### src/rtl/bt_uart_tx.sv
// Bluetooth UART transmitter: byte FIFO behind a valid/ready port, serialised as 8N1
// frames LSB first on Tx, with back-to-back frames whenever the FIFO stays non-empty.
module bt_uart_tx #(
  parameter int CLK_FREQ   = 16000000,
  parameter int BAUD       = 9600,
  parameter int FIFO_DEPTH = 4
) (
  input  logic                          WF_CLK,
  input  logic                          WF_BUTTON,
  input  logic [7:0]                    tx_data,
  input  logic                          tx_valid,
  output logic                          tx_ready,
  output logic                          Tx,
  output logic                          busy,
  output logic [$clog2(FIFO_DEPTH):0]   fifo_count
);

  localparam int DIV   = CLK_FREQ / BAUD;
  localparam int CNT_W = (DIV > 1) ? $clog2(DIV) : 1;
  localparam int PTR_W = (FIFO_DEPTH > 1) ? $clog2(FIFO_DEPTH) : 1;
  localparam int CNT_F = PTR_W + 1;

  localparam logic [CNT_W-1:0] BAUD_LAST = CNT_W'(DIV - 1);
  localparam logic [CNT_F-1:0] FIFO_FULL = CNT_F'(FIFO_DEPTH);

  typedef enum logic [1:0] {
    S_IDLE,
    S_START,
    S_DATA,
    S_STOP
  } state_t;

  state_t             state_q;
  logic [CNT_W-1:0]   baud_q;
  logic [2:0]         bit_q;
  logic [7:0]         shift_q;
  logic               tx_q;

  logic [7:0]         mem_q [FIFO_DEPTH];
  logic [PTR_W-1:0]   wptr_q;
  logic [PTR_W-1:0]   rptr_q;
  logic [CNT_F-1:0]   count_q;
  logic [CNT_F-1:0]   count_d;

  logic               push;
  logic               pop;
  logic               bit_end;
  logic               fifo_nempty;

  assign bit_end     = (baud_q == BAUD_LAST);
  assign fifo_nempty = (count_q != '0);

  // Gating with the reset pin drops tx_ready the instant the button goes low.
  assign tx_ready = (count_q != FIFO_FULL) && WF_BUTTON;
  assign push     = tx_valid && tx_ready;

  // A byte leaves the FIFO either from idle or at the last cycle of a stop bit.
  assign pop = fifo_nempty &&
               ((state_q == S_IDLE) || ((state_q == S_STOP) && bit_end));

  always_comb begin
    count_d = count_q;
    case ({push, pop})
      2'b10:   count_d = count_q + CNT_F'(1);
      2'b01:   count_d = count_q - CNT_F'(1);
      default: count_d = count_q;
    endcase
  end

  always_ff @(posedge WF_CLK or negedge WF_BUTTON) begin
    if (!WF_BUTTON) begin
      count_q <= '0;
      wptr_q  <= '0;
      rptr_q  <= '0;
    end else begin
      count_q <= count_d;
      if (push) wptr_q <= wptr_q + PTR_W'(1);
      if (pop)  rptr_q <= rptr_q + PTR_W'(1);
    end
  end

  always_ff @(posedge WF_CLK) begin
    if (push) mem_q[wptr_q] <= tx_data;
  end

  always_ff @(posedge WF_CLK) begin
    if (pop) begin
      shift_q <= mem_q[rptr_q];
    end else if ((state_q == S_DATA) && bit_end) begin
      shift_q <= {1'b0, shift_q[7:1]};
    end
  end

  // Tx is a register preset by the async reset, so an aborted frame returns high without a low glitch.
  always_ff @(posedge WF_CLK or negedge WF_BUTTON) begin
    if (!WF_BUTTON) begin
      state_q <= S_IDLE;
      baud_q  <= '0;
      bit_q   <= '0;
      tx_q    <= 1'b1;
    end else begin
      case (state_q)
        S_IDLE: begin
          baud_q <= '0;
          bit_q  <= '0;
          if (pop) begin
            state_q <= S_START;
            tx_q    <= 1'b0;
          end else begin
            tx_q    <= 1'b1;
          end
        end

        S_START: begin
          if (bit_end) begin
            state_q <= S_DATA;
            baud_q  <= '0;
            bit_q   <= '0;
            tx_q    <= shift_q[0];
          end else begin
            baud_q  <= baud_q + CNT_W'(1);
          end
        end

        S_DATA: begin
          if (bit_end) begin
            baud_q <= '0;
            if (bit_q == 3'd7) begin
              state_q <= S_STOP;
              tx_q    <= 1'b1;
            end else begin
              bit_q   <= bit_q + 3'd1;
              tx_q    <= shift_q[1];
            end
          end else begin
            baud_q <= baud_q + CNT_W'(1);
          end
        end

        S_STOP: begin
          if (bit_end) begin
            baud_q <= '0;
            bit_q  <= '0;
            if (pop) begin
              state_q <= S_START;
              tx_q    <= 1'b0;
            end else begin
              state_q <= S_IDLE;
              tx_q    <= 1'b1;
            end
          end else begin
            baud_q <= baud_q + CNT_W'(1);
          end
        end

        default: begin
          state_q <= S_IDLE;
          baud_q  <= '0;
          bit_q   <= '0;
          tx_q    <= 1'b1;
        end
      endcase
    end
  end

  assign Tx         = tx_q;
  assign busy       = (state_q != S_IDLE) || fifo_nempty;
  assign fifo_count = count_q;

endmodule

### config.mk
export PLATFORM = sky130hd
export DESIGN_NAME = bt_uart_tx
export DESIGN_NICKNAME = d
export VERILOG_FILES = /design/src/rtl/bt_uart_tx.sv
export SDC_FILE = /design/constraint.sdc
export NUM_CORES = 1
export LEC_CHECK = 0
export ABC_AREA = 0
export CAP_MARGIN = 0
export CORE_MARGIN = 2
export CORE_UTILIZATION = 50
export CTS_CLUSTER_SIZE = 8
export DETAILED_ROUTE_END_ITERATION = 8
export PLACE_DENSITY = 0.75
export SLEW_MARGIN = 20
export SYNTH_ARGS = -nofsm -noshare
export SYNTH_HDL_FRONTEND = slang
export SYNTH_SLANG_ARGS = --single-unit
### constraint.sdc
create_clock -name WF_CLK -period 5.5 [get_ports WF_CLK]
set_clock_uncertainty 0.1 [all_clocks]
set_input_delay 1.65 -clock WF_CLK [delete_from_list [all_inputs] [get_ports WF_CLK]]
set_output_delay 1.65 -clock WF_CLK [all_outputs]
set_load 0.01 [all_outputs]
Yosys cells after proc, flatten, opt, wreduce, memory -nomap -nowiden
Memory sizes are Yosys's and may differ from the RTL's.
Cells that the tools add are included.
{"block": "totals", "ram_bits": 32, "ff_bits": 32, "n_memories": 1, "out_inout_bits": 6, "inputBits": 11, "elab_cells": 71}
{"block": "classes", "n_reduce_logical": 17, "n_addsub": 6, "eq_ne": 15, "mux": 24}
{"memory": "mem_q", "words": 4, "word_bits": 8, "read_ports": 1, "rd_clocked_by_memory_dff": 0, "write_ports": 1, "line": "39", "source": "logic [7:0] mem_q [FIFO_DEPTH];"}
{"op": "one-hot mux 11 bit (2 select lines)", "n": 1}
{"op": "2-to-1 mux 8 bit", "n": 2}
{"op": "adder 11 x 1 -> 11 bit, second input constant", "n": 1}
{"op": "equality test 11 bit, second input constant", "n": 1}
{"op": "2-to-1 mux 11 bit", "n": 1}
{"op": "2-to-1 mux 2 bit", "n": 5}
{"op": "!= test 2 bit, second input constant", "n": 5}
{"op": "2-to-1 mux 3 bit", "n": 3}
{"op": "one-hot mux 3 bit (3 select lines)", "n": 1}
{"op": "2-to-1 mux 1 bit", "n": 8}
{"op": "one-hot mux 2 bit (4 select lines)", "n": 1}
{"op": "adder 3 x 1 -> 3 bit, second input constant", "n": 2}
{"op": "equality test 2 bit, second input constant", "n": 3}
{"op": "one-hot mux 3 bit (2 select lines)", "n": 1}
{"op": "AND reduction 3 bit", "n": 2}
{"op": "nonzero test 2 bit", "n": 3}
{"op": "logical AND 1 bit", "n": 5}
{"op": "AND reduction 5 bit", "n": 1}
{"op": "adder 2 x 1 -> 2 bit, second input constant", "n": 2}
{"op": "equality test 2 x 1 -> 1 bit, second input constant", "n": 2}
{"op": "!= test 2 x 1 -> 1 bit, second input constant", "n": 2}
{"op": "one-hot mux 1 bit (4 select lines)", "n": 1}
{"op": "equality test 3 bit, second input constant", "n": 1}
{"op": "!= test 3 bit, second input constant", "n": 1}
{"op": "other kinds (6)", "n": 7}

Depth between registers and ports, before layout
Gate-level depths: netlist of the first run.
{"block": "depth", "depth_word": 7, "mapped_depth": 11, "mapped_depth_nobuf": 11}

Least setup slack after synthesis of the first run
OpenSTA, ideal clock, no wires.
{"block": "synth_timing", "kind": "input to output", "startpoint": "input WF_BUTTON", "endpoint": "output tx_ready", "n_path_buf": 0, "arrival_ns": 2.015, "cell_stages": 2, "setup_slack_ns": 1.735, "t_required_ns": 3.750, "path_cell_list": "inv_1 > a31oi_1"}
{"block": "synth_between", "elab_chain_len": 1}
{"element": "start, declared", "line": "9", "source": "input logic WF_BUTTON,"}
{"element": "logical AND 1 bit", "line": "54", "source": "assign tx_ready = (count_q != FIFO_FULL) && WF_BUTTON;"}
{"element": "end, declared", "line": "12", "source": "output logic tx_ready,"}
No other way between the ends.

Worst setup path after layout of the first run
Same ends and word-level chain as after synthesis.

==> flow_metrics.env, run 1 <==
export IMPL_dp_hpwl_um=3180
export IMPL_relSlewSlack=0.488
export IMPL_power_density_nw_per_um2=518
export IMPL_rsz0062_at_grt="no"
export IMPL_first_global_vias=1602
export IMPL_fp_dieW_um=81.5
export IMPL_htreeDepth=3
export IMPL_synth_distinct_cells=45
export IMPL_arrival_ns=3.26
export IMPL_antenna_diode_count=0
export IMPL_slew_viol_final=0
export IMPL_critPathMaxStageDelay_ns=0.63
export IMPL_postSynth_asyncResetShare=0.375
export IMPL_crit_type="input pin to output port"
export IMPL_cap_violations=0
export IMPL_crit_slowest_cell="clkdlybuf4s50_1"
export IMPL_hold_viol_final=0
export IMPL_cts_tree="yes"
export IMPL_fin_crit_ns=5.01
export IMPL_ys_ff_latch=64
export IMPL_synth_largest_area_cell="edfxtp_1"
export IMPL_rows=28
export IMPL_synth_most_common_cell="edfxtp_1"
export IMPL_clock_sinks=64
export IMPL_route_vias_total=1586
export IMPL_drive_above_1_share=0.172
export IMPL_required_ns=3.75
export IMPL_dr_pass1_iters=4
export IMPL_grt_use_total=0.161
export IMPL_clockRootBuffer="clkbuf_8"
export IMPL_antenna_found_initial=0
export IMPL_routabilityCongestion=0.736
export IMPL_coreArea_sq_um=5850
export IMPL_cts_resized=0
export IMPL_clk_latency_ns=0.35
export IMPL_run_status="finished, final reports clean"
export IMPL_grt_max_degree=25
export IMPL_cts_setup_buffers=0
export IMPL_wire_per_inst_um=15.4
export IMPL_start_util=0.513
export IMPL_syn_avg_cell_area_sq_um=15.2
export IMPL_final_util=0.591
export IMPL_final_setup_tns_ns=0
export IMPL_ir_drop_mv=0.243
export IMPL_routed_via_density=5.25
export IMPL_min_path_cells=2
export IMPL_synth_cells=197
export IMPL_synth_area_leaders="edfxtp_1 (40%), dfrtp_1 (19%), ha_1 (5.4%)"
export IMPL_syn_nets=222
export IMPL_drcViolationCount=0
export IMPL_worst_setup_path_start_kind="input pin"
export IMPL_grt_pass1_wl_um=7650
export IMPL_gr_total_overflow=0
export IMPL_fmax_mhz=200
export IMPL_path_cells="clkdlybuf4s50_1 -> inv_1 -> a31oi_1 -> clkdlybuf4s50_1"
export IMPL_nNetsFinal=247
export IMPL_setup_viol=0
export IMPL_worstHoldPathType="register to register"
export IMPL_end_kind="output port"
export IMPL_dieArea_sq_um=6640
export IMPL_pin_count=17
export IMPL_critPathMaxFanout=6
export IMPL_wl_um=4640
export IMPL_port_buffers=16
export IMPL_path_clk_slew_ns=0.07
export IMPL_synth_common_cells="edfxtp_1 (40), dfrtp_1 (23), ha_1 (13), nor2_1 (13), inv_1 (11)"
export IMPL_period_share=0.911
export IMPL_ff2ff_path_depth=9
export IMPL_worst_pin_slew_ns=0.768
export IMPL_cts_buffer_depth=2
export IMPL_cpMostUsedCell="clkdlybuf4s50_1"
export IMPL_yosysWarnings=0
export IMPL_synth_top_cell_area_share=0.400
export IMPL_synth_edff_count=40
export IMPL_cts_buffers=9
export IMPL_die_h_um=81.5
export IMPL_drt_iter0_markers=95
export IMPL_syn2layout_area_growth_pct=15.3
export IMPL_synth_ff_type="edfxtp_1"
export IMPL_netlist_area_sq_um=3000
export IMPL_ctsHoldBuffers=0
export IMPL_drtAntennaViolNets=0
export IMPL_ys_seq_area_frac=0.601
export IMPL_p_leak_nw=1.36
path summary, 6_finish.rpt:
path / from / to / slack [ns]
hold reg to reg: Tx / Tx / 0.38
hold / removal: Tx / Tx / 0.38
min in group asynchronous: WF_BUTTON / baud_q[6] / 1.68
setup reg to reg: baud_q[4] / fifo_count[2] / 2.81
setup / recovery: WF_BUTTON / tx_ready / 0.49
max in group asynchronous: WF_BUTTON / Tx / 3.33
cell families (layout without fill, tap and decap cells):
family	count (synthesis)	after routing	share of synthesized area
buffers and inverters	14	44	0.0238
XOR/XNOR	15	15	0.0438
AO/OA/AOI/OAI	19	19	0.0513
flip-flops	64	64	0.601
AND/OR/NAND/NOR	53	53	0.107
adder cells (fa/ha/maj)	14	14	0.0609
multiplexers	18	18	0.112
through the flow:
stage	instance area, sq um	cells	worst slack [ns]	hold WS [ns]	power [mW]
floorplan	3000	197	1.74	0.372	1.21
finish	3460	302	0.488	0.375	1.79
global route	3460	302	0.430	0.412	1.90
CTS	3460	302	0.520	0.381	1.81
detailed placement	3230	286	0.538	0.371	1.35
global placement	3230	286	0.533	0.371	1.34
report_power, final:
group	internal, mW	switching (mW)	total [mW]	leakage [nW]
Clock	0.260	0.197	0.456	0.114
Combinational	0.305	0.275	0.580	0.577
Sequential	0.651	0.103	0.754	0.672
cells in the final DEF, fill, tap and decap left out, drive strengths merged, types with 2 or more instances in the layout:
master,n
clkdlybuf4s50,16
o21ai,5
nand2,9
nor3,5
dfrtp,23
mux2,9
nand3,4
and2,2
bufinv,2
nand2b,3
and3,5
ha,13
inv,12
a31oi,3
mux4,8
xor2,9
xnor2,6
nand4,4
clkinv,4
edfxtp,40
nor2,14
clkbuf,9
a22o,3
critical path: cells and delay by family:
family,cells,cell delay (ns)
compound gates,1,0.38
buf+inv,3,1.23
cell type report:
cell class,instances,area [sq um]
Clock buffer,9,124
Clock inverter,7,104
Fill cell,464,2390
Inverter,11,41.3
Multi-Input combinational cell,119,1130
Sequential cell,64,1800
Tap cell,75,93.8
Timing Repair Buffer,17,168
registers in the layout, summed over array words and instances (netlist names):
signal,cells
rptr_q,2
Tx,1
bit_q,3
baud_q,11
shift_q,8
state_q,2
wptr_q,2
mem_q,32
fifo_count,3
metal layers:
| layer | routed length (um) | GRT usage | share of wire | up-vias |
|---|---|---|---|---|
| li1 | - | - | - | 786 |
| met1 | 2270 | 0.211 | 0.49 | 768 |
| met5 | 0 | 0 | 0 | - |
| met2 | 2110 | 0.240 | 0.46 | 24 |
| met3 | 186 | 0.0659 | 0.040 | 8 |
| met4 | 66 | 0.0610 | 0.014 | 0 |
(Power assumes the default switching activity.)
==> inputs of run 2 (changes only) <==
--- a/config.mk
+++ b/config.mk
@@ -8,10 +8,10 @@
 export ABC_AREA = 0
 export CAP_MARGIN = 0
 export CORE_MARGIN = 2
-export CORE_UTILIZATION = 50
+export CORE_UTILIZATION = 60
 export CTS_CLUSTER_SIZE = 8
 export DETAILED_ROUTE_END_ITERATION = 8
-export PLACE_DENSITY = 0.75
+export PLACE_DENSITY = 0.86
 export SLEW_MARGIN = 20
 export SYNTH_ARGS = -nofsm -noshare
 export SYNTH_HDL_FRONTEND = slang
==> constraint.sdc (replaced) <==
create_clock -name WF_CLK -period 5.5 [get_ports WF_CLK]
set_clock_uncertainty 0.1 [all_clocks]
set_input_delay 1.1 -clock WF_CLK [delete_from_list [all_inputs] [get_ports WF_CLK]]
set_output_delay 1.1 -clock WF_CLK [all_outputs]
set_load 0.01 [all_outputs]
==> run 2 against run 1 <==
Compared with the run above: global-route usage is 3.9 points higher; worst hold slack improved by 0.0025 ns; clock-buffer cell count is the same; total power down 5.7%; combinational power up 1%; final area shrank 1.9%; utilization is 12 points higher; worst setup slack better by 1.2 ns; critical path type unchanged; sequential power grew 0.5%; fmax up 31%; clock power is 24% lower; cell count decreased by 2.6%.
==> flow_metrics.env, run 2 (synthesized netlist as in run 1, its figures left out) <==
export IMPL_run_status="finished, final reports clean"
export IMPL_rsz0062_at_grt="no"
export IMPL_ir_drop_mv=0.341
export IMPL_fin_crit_ns=3.84
export IMPL_worst_slack_ns=1.66
export IMPL_crit_type="input pin to output port"
export IMPL_cts_buffers=9
export IMPL_critPathMaxFanout=6
export IMPL_routed_via_density=5.64
export IMPL_coreArea_sq_um=4790
export IMPL_p_leak_nw=1.34
export IMPL_die_h_um=74.7
export IMPL_antenna_found_initial=0
export IMPL_arrival_ns=2.64
export IMPL_clockRootBuffer="clkbuf_8"
export IMPL_slew_viol_final=0
export IMPL_routabilityCongestion=0.808
export IMPL_grt_max_degree=25
export IMPL_start_util=0.627
export IMPL_largest_reg_flops=32
export IMPL_power_density_nw_per_um2=498
export IMPL_drive_above_1_share=0.167
export IMPL_hold_viol_final=0
export IMPL_first_global_vias=1659
export IMPL_clock_sinks=64
export IMPL_wire_per_inst_um=15.8
export IMPL_largestRegisters="mem_q (32), baud_q (11), shift_q (8)"
export IMPL_syn2layout_area_growth_pct=13.1
export IMPL_dp_hpwl_um=3260
export IMPL_top_register="mem_q"
export IMPL_cts_resized=0
export IMPL_period_share=0.698
export IMPL_cts_tree="yes"
export IMPL_rows=25
export IMPL_cts_setup_buffers=0
export IMPL_dr_pass1_iters=4
export IMPL_worst_pin_slew_ns=0.746
export IMPL_antenna_diode_count=0
export IMPL_final_common_cell="edfxtp_1"
export IMPL_setup_viol=0
export IMPL_route_vias_total=1659
export IMPL_relSlewSlack=0.503
export IMPL_ctsHoldBuffers=0
export IMPL_pin_count=17
export IMPL_port_buffers=16
export IMPL_worst_r2r_setup_slack_ns=2.80
export IMPL_path_clk_slew_ns=0.07
export IMPL_final_setup_tns_ns=0
export IMPL_final_cell_mix="edfxtp_1 (40), dfrtp_1 (23), clkdlybuf4s50_1 (16)"
export IMPL_drcViolationCount=0
export IMPL_wl_um=4640
export IMPL_fmax_mhz=260
export IMPL_cap_violations=0
export IMPL_worst_setup_path_start_kind="input pin"
export IMPL_final_util=0.709
export IMPL_post_place_ws_ns=1.67
export IMPL_grt_use_total=0.200
export IMPL_dieArea_sq_um=5580
export IMPL_drtAntennaViolNets=0
export IMPL_clk_latency_ns=0.33
export IMPL_worstHoldPathType="register to register"
export IMPL_nNetsFinal=247
export IMPL_drt_iter0_markers=86
export IMPL_htreeDepth=3
export IMPL_gr_total_overflow=0
export IMPL_fill_cells=314
export IMPL_grt_pass1_wl_um=7960
export IMPL_cts_buffer_depth=2
export IMPL_end_kind="output port"
export IMPL_required_ns=4.30
export IMPL_fp_dieW_um=74.7
-- run 2: per-layer routing --
layer / track usage / share of wire / wire length, um / vias to the layer above
met1: 0.275 / 0.46 / 2160 / 839
met2: 0.297 / 0.49 / 2270 / 33
met3: 0.0562 / 0.032 / 150 / 6
met5: 0 / 0 / 0 / -
met4: 0.0952 / 0.014 / 63 / 0
li1: - / - / - / 781
-- run 2: metrics by stage --
step                      hold slack (ns)  cells  power, mW  area [sq um]
after detailed placement            0.377    278       1.36          3220
after global placement              0.366    278       1.33          3220
final                               0.377    294       1.69          3390
after floorplan                     0.372    197       1.21          3000
after global routing                0.417    294       1.80          3390
after CTS                           0.387    294       1.70          3390
-- run 2: cell type report --
class	count	area, sq um	share of cell area
Clock buffer	9	124	0.0365
Clock inverter	7	47.5	0.0140
Inverter	11	41.3	0.0122
Multi-Input combinational cell	119	1130	0.332
Sequential cell	64	1800	0.531
Tap cell	67	83.8	0.0247
Timing Repair Buffer	17	168	0.0494
-- run 2: report_power, final --
group | internal, mW | switching, mW
Sequential | 0.651 | 0.107
Clock | 0.163 | 0.182
Combinational | 0.306 | 0.280
Total | 1.12 | 0.569
-- run 2: final timing paths --
check                           from  cells after the start            end
setup / recovery           WF_BUTTON                      4       tx_ready
hold / removal                    Tx                      2             Tx
setup reg to reg           baud_q[4]                      9  fifo_count[2]
hold reg to reg                   Tx                      2             Tx
max in group asynchronous  WF_BUTTON                      2             Tx
min in group asynchronous  WF_BUTTON                      2     baud_q[10]
-- run 2: worst max-delay path, stage by stage --
cell and delay [ns]:
clkdlybuf4s50_1 0.53, inv_1 0.07, a31oi_1 0.33, clkdlybuf4s50_1 0.62
==> inputs of run 3 (changes only) <==
--- a/config.mk
+++ b/config.mk
@@ -8,10 +8,10 @@
 export ABC_AREA = 0
 export CAP_MARGIN = 0
 export CORE_MARGIN = 2
-export CORE_UTILIZATION = 60
+export CORE_UTILIZATION = 53
 export CTS_CLUSTER_SIZE = 8
 export DETAILED_ROUTE_END_ITERATION = 8
-export PLACE_DENSITY = 0.86
+export PLACE_DENSITY = 0.81
 export SLEW_MARGIN = 20
 export SYNTH_ARGS = -nofsm -noshare
 export SYNTH_HDL_FRONTEND = slang
==> constraint.sdc (replaced) <==
create_clock -name WF_CLK -period 3.2 [get_ports WF_CLK]
set_clock_uncertainty 0.1 [all_clocks]
set_input_delay 0.64 -clock WF_CLK [delete_from_list [all_inputs] [get_ports WF_CLK]]
set_output_delay 0.64 -clock WF_CLK [all_outputs]
set_load 0.01 [all_outputs]
==> run 3 against run 2 <==
Compared with the run above: sequential power increased by 72%; largest power group unchanged; utilization fell by 8.2 points; final area increased by 1.1%; clock power is 100% higher; non-clock buffer count unchanged; critical path type unchanged; worst setup slack worse by 1.4 ns; cell count increased by 1.7%; total power is 78% higher; clock-buffer cell count is the same; sequential cell count did not move; largest cell class unchanged.
==> flow_metrics.env, run 3 (synthesized netlist as in run 1, its figures left out) <==
export IMPL_run_status="finished, final reports clean"
export IMPL_nNetsFinal=247
export IMPL_start_util=0.548
export IMPL_wire_per_inst_um=15.6
export IMPL_crit_type="input pin to output port"
export IMPL_relSlewSlack=0.445
export IMPL_hold_viol_final=0
export IMPL_antenna_diode_count=0
export IMPL_multi_input_area_sq_um=1130
export IMPL_rsz0062_at_grt="no"
export IMPL_end_kind="output port"
export IMPL_critPathMaxFanout=6
export IMPL_fill_cells=432
export IMPL_ir_drop_mv=0.553
export IMPL_htreeDepth=3
export IMPL_cts_setup_buffers=0
export IMPL_dr_pass1_iters=4
export IMPL_drive_above_1_share=0.172
export IMPL_ctsHoldBuffers=0
export IMPL_power_net_switching_uw=991
export IMPL_top_register="mem_q"
export IMPL_clockRootBuffer="clkbuf_8"
export IMPL_antenna_found_initial=0
export IMPL_first_global_vias=1641
export IMPL_power_density_nw_per_um2=875
export IMPL_drtAntennaViolNets=0
export IMPL_worstHoldPathType="register to register"
export IMPL_largestRegisters="mem_q (32), baud_q (11), shift_q (8)"
export IMPL_cap_violations=0
export IMPL_pin_count=17
export IMPL_dieArea_sq_um=6280
export IMPL_worst_setup_path_start_kind="input pin"
export IMPL_cts_resized=0
export IMPL_path_clk_slew_ns=0.07
export IMPL_final_setup_tns_ns=0
export IMPL_grt_pass1_wl_um=7950
export IMPL_worst_pin_slew_ns=0.832
export IMPL_pwr_share_comb=0.335
export IMPL_fmax_mhz=343
export IMPL_fin_crit_ns=2.92
export IMPL_placed_area_sq_um=3230
export IMPL_switching_share=0.330
export IMPL_cts_buffer_depth=2
export IMPL_gr_total_overflow=0
export IMPL_grt_use_total=0.172
export IMPL_period_share=0.912
export IMPL_required_ns=2.46
export IMPL_die_h_um=79.2
export IMPL_p_seq_frac=0.432
export IMPL_grt_max_degree=25
export IMPL_routed_via_density=5.34
export IMPL_setup_viol=0
export IMPL_final_area_sq_um=3430
export IMPL_routabilityCongestion=0.767
export IMPL_cts_buffers=9
export IMPL_drcViolationCount=0
export IMPL_final_cell_mix="edfxtp_1 (40), dfrtp_1 (23), clkdlybuf4s50_1 (16)"
export IMPL_dp_hpwl_um=3210
export IMPL_wl_um=4670
export IMPL_clk_latency_ns=0.34
export IMPL_arrival_ns=2.18
export IMPL_p_leak_nw=1.35
export IMPL_drt_iter0_markers=137
export IMPL_rows=27
export IMPL_cts_tree="yes"
export IMPL_route_vias_total=1598
export IMPL_clock_sinks=64
export IMPL_fp_dieW_um=79.2
export IMPL_coreArea_sq_um=5470
export IMPL_largest_reg_flops=32
export IMPL_port_buffers=16
export IMPL_clockPowerShare=0.233
export IMPL_syn2layout_area_growth_pct=14.3
export IMPL_p_int_mw=2.01
export IMPL_slew_viol_final=0
export IMPL_final_common_cell="edfxtp_1"
export IMPL_ff_latch_area_sq_um=1800
[run 3: worst max-delay path, cell delays in order]
cell             delay [ns]
clkdlybuf4s50_1        0.53
inv_1                  0.06
a31oi_1                0.33
clkdlybuf4s50_1        0.62
[run 3: through the flow]
| step | utilization | cells | worst slack (ns) | hold slack, ns | power (mW) |
|---|---|---|---|---|---|
| after CTS | 0.627 | 299 | 0.269 | 0.387 | 3.04 |
| after detailed placement | 0.590 | 283 | 0.284 | 0.377 | 2.33 |
| after global routing | 0.627 | 299 | 0.191 | 0.437 | 3.20 |
| after global placement | 0.590 | 283 | 0.298 | 0.367 | 2.28 |
| after floorplan | - | 197 | 0.742 | 0.244 | 2.08 |
| final | 0.627 | 299 | 0.281 | 0.388 | 3.00 |
[run 3: power by group through the flow]
stage | Combinational [mW] | Clock (mW) | Sequential (mW)
after floorplan | 0.835 | 0 | 1.25
after global placement | 0.973 | 0 | 1.31
after detailed placement | 1.01 | 0 | 1.31
after CTS | 1.02 | 0.714 | 1.30
after global routing | 1.12 | 0.747 | 1.33
final | 1.01 | 0.698 | 1.30
[run 3: final timing paths]
path,end,cells after the start,from,slack [ns]
max,tx_ready,4,WF_BUTTON,0.28
min,Tx,2,Tx,0.39
max reg2reg,fifo_count[2],9,baud_q[4],0.45
min reg2reg,Tx,2,Tx,0.39
max in group asynchronous,Tx,2,WF_BUTTON,2.04
min in group asynchronous,baud_q[10],2,WF_BUTTON,0.67
[run 3: final cells by class]
| cell class | count | share of cell area |
|---|---|---|
| Clock buffer | 9 | 0.0361 |
| Clock inverter | 7 | 0.0230 |
| Inverter | 11 | 0.0120 |
| Multi-Input combinational cell | 119 | 0.328 |
| Sequential cell | 64 | 0.526 |
| Tap cell | 72 | 0.0263 |
| Timing Repair Buffer | 17 | 0.0489 |
[run 3: routing by layer]
metal / GRT usage / wire, um
met5: 0 / 0
met1: 0.231 / 2200
met3: 0.0477 / 153
met2: 0.264 / 2250
met4: 0.0724 / 57
